<file path="src/rtl/iter_shifter_nbit.sv">
// iter_shifter_nbit: multi-cycle SLL/SRL/SRA unit that moves up to STEP bit positions per clock.
// Latency: out_valid rises 1 + ceil(shamt/STEP) edges after the accept edge (the accept edge counts as 1).
// Backpressure: in_ready only in IDLE; the result is held in DONE until out_ready; flush aborts everything.
//
// Ports:
//   clk, rst_n            clock, asynchronous active-low reset
//   in_valid/in_ready     request handshake; in_data operand, in_shamt amount, in_mode 00 SLL 01 SRL 10 SRA 11 SLL
//   flush                 synchronous abort; forces IDLE and suppresses any accept or result handshake
//   out_valid/out_ready   result handshake; out_data is the registered result
//   busy                  high while in SHIFT or DONE
module iter_shifter_nbit #(
  parameter int N    = 32,
  parameter int STEP = 1,
  parameter int SW   = $clog2(N)
) (
  input  logic          clk,
  input  logic          rst_n,
  input  logic          in_valid,
  output logic          in_ready,
  input  logic [N-1:0]  in_data,
  input  logic [SW-1:0] in_shamt,
  input  logic [1:0]    in_mode,
  input  logic          flush,
  output logic          out_valid,
  input  logic          out_ready,
  output logic [N-1:0]  out_data,
  output logic          busy
);

  typedef enum logic [1:0] {
    ST_IDLE  = 2'd0,
    ST_SHIFT = 2'd1,
    ST_DONE  = 2'd2
  } state_t;

  // STEP <= N/2 always fits in the shift-amount width.
  localparam logic [SW-1:0] STEP_W = SW'(STEP);

  state_t        state;
  state_t        state_next;
  logic [N-1:0]  data_q;
  logic [SW-1:0] rem;
  logic [1:0]    mode;

  logic          accept;
  logic [SW-1:0] k;
  logic [SW-1:0] rem_next;
  logic [N-1:0]  shifted;

  assign accept   = in_valid && (state == ST_IDLE) && !flush;

  // Per-cycle shift distance: a full STEP until the final partial step.
  assign k        = (rem < STEP_W) ? rem : STEP_W;
  assign rem_next = rem - k;

  // SRA keeps bit N-1 unchanged on every step, so repeated arithmetic shifts
  // always replicate the original sign bit.
  always_comb begin
    shifted = data_q << k;
    case (mode)
      2'b01:   shifted = data_q >> k;
      2'b10:   shifted = $unsigned($signed(data_q) >>> k);
      default: shifted = data_q << k;
    endcase
  end

  // State register
  always_ff @(posedge clk or negedge rst_n) begin
    if (!rst_n) begin
      state <= ST_IDLE;
    end else begin
      state <= state_next;
    end
  end

  // Next-state logic; flush overrides every other transition.
  always_comb begin
    state_next = state;
    case (state)
      ST_IDLE: begin
        if (accept) begin
          state_next = (in_shamt == '0) ? ST_DONE : ST_SHIFT;
        end
      end
      ST_SHIFT: begin
        if (rem_next == '0) begin
          state_next = ST_DONE;
        end
      end
      ST_DONE: begin
        if (out_ready) begin
          state_next = ST_IDLE;
        end
      end
      default: state_next = ST_IDLE;
    endcase
    if (flush) begin
      state_next = ST_IDLE;
    end
  end

  // Outputs decoded from the state register only.
  always_comb begin
    in_ready  = 1'b0;
    out_valid = 1'b0;
    busy      = 1'b0;
    case (state)
      ST_IDLE:  in_ready  = 1'b1;
      ST_SHIFT: busy      = 1'b1;
      ST_DONE: begin
        out_valid = 1'b1;
        busy      = 1'b1;
      end
      default: in_ready = 1'b0;
    endcase
  end

  // Datapath: operand, remaining count and mode are only loaded on accept,
  // so input activity outside an accept edge never disturbs them.
  always_ff @(posedge clk or negedge rst_n) begin
    if (!rst_n) begin
      data_q <= '0;
      rem    <= '0;
      mode   <= '0;
    end else if (accept) begin
      data_q <= in_data;
      rem    <= in_shamt;
      mode   <= in_mode;
    end else if ((state == ST_SHIFT) && !flush) begin
      data_q <= shifted;
      rem    <= rem_next;
    end
  end

  assign out_data = data_q;

endmodule

</file>
<file path="config.mk">
export PLATFORM = sky130hd
export DESIGN_NAME = iter_shifter_nbit
export DESIGN_NICKNAME = d
export VERILOG_FILES = /design/src/rtl/iter_shifter_nbit.sv
export SDC_FILE = /design/constraint.sdc
export NUM_CORES = 1
export LEC_CHECK = 0
export BUFFER_PORTS_ARGS = -buffer_cell sky130_fd_sc_hd__buf_2
export CORE_UTILIZATION = 47
export DETAILED_ROUTE_END_ITERATION = 8
export GPL_TIMING_DRIVEN = 0
export PLACE_DENSITY = 0.77
export REMOVE_ABC_BUFFERS = 1
export SETUP_SLACK_MARGIN = 0.2
export SYNTH_ARGS = -nofsm -noshare
export SYNTH_HDL_FRONTEND = slang
export SYNTH_SLANG_ARGS = --single-unit
</file>
<file path="constraint.sdc">
create_clock -name clk -period 2.1 [get_ports clk]
set_input_delay 0.105 -clock clk [delete_from_list [all_inputs] [get_ports clk]]
set_output_delay 0.105 -clock clk [all_outputs]
set_load 0.01 [all_outputs]
</file>
==> results.toml <==
[run_status]
outcome = "completed"

[floorplanning]
die_x_um = 76.5
io_pins = 79
core_area_um2 = 5240
start_util_pct = 49.7
fp.dieArea_um2 = 5840
die_h_um = 76.5
std_cell_rows = 26

[routing]
drt-pass1-iter-count = 5
routed_wl_mm = 7.68
antenna_left = 0
vias_per_cell = 5.93
drt-wirelength-per-cell_um = 16.3
num_vias = 2787
drc = 0
drt_iter0_drc = 255

[placement]
dpl-instance-area_um2 = 2980
dp_hpwl_mm = 4.51
place_ws_ns = -0.611
portBuffers = 78
place_congestion = 0.840

[cts]
clock_latency_ns = 0.29
cts.sink_count = 41
cts-root-buf = "clkbuf_8"
cts_tree = "done"
clk_pin_slew_ns = 0.08
cts_buffers = 5
ctsHtreeMaxLevel = 2
cts.path.max_buffers = 2

[layout]
area_delta_synth_final_pct = 28.8
layout.nets = 450
num_antenna_cells = 0
fin_area_um2 = 3360
drive_gt1_share_pct = 34.5

[power]
pwr-share-comb_pct = 60.4
leakagePower_nw = 1.45
p_sw_mw = 2.56
ir_drop_mv = 1.13
power_density_nw_per_um2 = 1660
sequentialPowerShare_pct = 30.1
switching_share_pct = 46.1
p_int_mw = 3.00
clockPowerShare_pct = 9.6

[worst_setup_path]
cp.arrival_ns = 2.07
path_class = "flip-flop to flip-flop"
crit_fanout = 6
cp-end-kind = "flip-flop"
required_ns = 2.27
cp-start-kind = "flip-flop"

[grt]
grt-busiest-layer = "met2"
grt_pass1_wl_mm = 12.2
met3_usage_pct = 5.03
grt_max_degree = 42
gr-usage-met2_pct = 43.7
globalRouteMet1Util_pct = 32.8
antenna_found_initial = 0
overflow = 0
grt_pass1_vias = 2603
grt_usage_pct = 25.8

[job]
drv_cap = 0

[timing]
hold_viol_final = 0
setup_violations = 0
tightestPinTransition_ns = 0.929
relSlewSlack_pct = 38.0
layout_setup_ws_ns = 0.194
fin_setup_tns_ns = 0
fin_crit_ns = 1.91
max_freq_mhz = 525
skew_ns = 0.00693
rsz0062_at_grt = "true"
finalMaxSlewViolations = 0
fin_crit_sh_pct = 90.8

[synth]
avgSynthCellArea_um2 = 8.14
syn-cell-area_um2 = 2600
syn_inst = 320
ys_ff_latch = 41
yosysWarnings = 0
ys_types = 39
ys_seq_area_share_pct = 39.4

[min_path]
holdCritPathClass = "input port to flip-flop"
## metrics by stage
| step | utilization, % | hold WS, ns | std cells | total power, mW |
|---|---|---|---|---|
| detailed placement | 56.9 | 0.304 | 444 | 4.48 |
| CTS | 61.8 | 0.0186 | 462 | 5.24 |
| global route | 64.1 | 0.0362 | 470 | 5.96 |
| finish | 64.1 | 0.0218 | 470 | 5.56 |
| floorplan | - | -0.191 | 296 | 3.58 |
| global placement | 56.8 | 0.287 | 444 | 4.38 |
## repair_timing
| action | CTS | global route |
|---|---|---|
| pin swaps | 7 | 6 |
| cloned | 3 | 0 |
| hold buffers | 1 | 0 |
| setup buffers | 7 | 8 |
| setup endpoints to repair | 39 | 35 |
| resized for setup | 19 | 14 |
| hold endpoints to repair | 41 | 0 |
## cells in the mapped netlist (all sizes together)
cell type / count / share of area (%)
and3b: 1 / 0.34
nand3: 3 / 0.58
a31oi: 5 / 1.2
nor2b: 4 / 0.96
a22o: 1 / 0.34
nor2: 64 / 9.2
and2: 14 / 3.4
a221oi: 12 / 4.0
o31a: 1 / 0.34
xnor2: 2 / 0.67
clkbuf: 14 / 2.0
dfrtp: 41 / 39
or4: 2 / 0.58
a21oi: 22 / 4.2
ha: 6 / 2.9
or3: 1 / 0.24
nor4b: 1 / 0.34
nor4: 2 / 0.72
nor3: 9 / 1.7
o31ai: 1 / 0.82
a211oi: 2 / 0.58
mux2i: 1 / 0.38
o221a: 15 / 6.5
a221o: 2 / 0.77
nand2b: 4 / 0.96
buf: 10 / 2.1
inv: 7 / 1.0
o41ai: 1 / 0.34
o21ai: 37 / 7.3
o2bb2ai: 2 / 0.67
nand3b: 3 / 0.86
nand2: 27 / 3.9
a21o: 1 / 0.29
or2: 1 / 0.24
nand4: 1 / 0.24
## area by class of cell
class	count	area, um2
Clock buffer	7	86.3
Fill cell	453	1880
Inverter	7	26.3
Multi-Input combinational cell	251	1600
Sequential cell	41	1030
Tap cell	70	87.6
Timing Repair Buffer	94	524
## sequential cells by signal (all words and copies together), names as in the netlist
signal	flops
rem	5
out_data	32
state	2
mode	2
## final timing paths
| check | from | endpoint | slack (ns) | cells after the start |
|---|---|---|---|---|
| max in group asynchronous | rst_n | rem[1] | 0.99 | 2 |
| hold reg to reg | state[0] | state[0] | 0.56 | 2 |
| setup / recovery | rem[2] | state[0] | 0.19 | 6 |
| min in group asynchronous | rst_n | state[1] | 0.48 | 2 |
| hold / removal | in_shamt[2] | rem[2] | 0.02 | 3 |
| setup reg to reg | rem[2] | state[0] | 0.19 | 6 |
## layer usage
layer / vias to the layer above / part of all wire, % / wire length (um)
li1: 1315 / - / -
met3: 19 / 7.2 / 551
met1: 1319 / 41 / 3170
met4: 0 / 2.5 / 193
met5: - / 0 / 0
met2: 134 / 49 / 3770
## cell families after synthesis
| family | synth area share, % |
|---|---|
| xor+xnor | 0.673 |
| flops | 39.4 |
| compound gates | 27.3 |
| fa+ha+maj | 2.88 |
| buf+inv | 5.09 |
| simple gates | 24.3 |
| mux | 0.384 |
## worst max-delay path: stages, from the launching register on
cell     delay, ns
dfrtp_2       0.46
or4_4         0.60
nand2_1       0.10
ha_2          0.21
a31oi_2       0.12
o21ai_1       0.19
o41ai_2       0.09
## power groups by stage
stage | combinational [mW] | sequential (mW) | clock [mW]
4_1_cts | 3.06 | 1.65 | 0.539
3_3_place_gp | 2.76 | 1.62 | 0
2_1_floorplan | 1.89 | 1.69 | 0
5_1_grt | 3.66 | 1.74 | 0.561
3_5_place_dp | 2.84 | 1.64 | 0
6_report | 3.36 | 1.67 | 0.531
## layout by cell type (no fill, tap or decap), types with 2 or more instances in the layout
cell	netlist	final
nor2b_1	4	3
o221a_2	15	15
a211oi_1	2	2
clkbuf_8	0	6
nand2b_1	4	3
ha_4	0	2
xnor2_1	2	2
dfrtp_1	41	38
nor2_1	64	63
dfrtp_2	0	3
ha_1	6	2
nor3_1	9	8
a31oi_1	5	4
and3b_2	0	2
a21oi_1	22	21
a221o_1	2	2
buf_2	7	78
a221oi_1	12	12
nand3b_1	3	4
o2bb2ai_1	2	2
o21ai_1	0	2
o21ai_0	36	34
buf_4	0	13
nand2_1	27	27
and2_1	14	14
ha_2	0	2
inv_1	7	7
No activity file was read; power rests on OpenSTA's default activity.
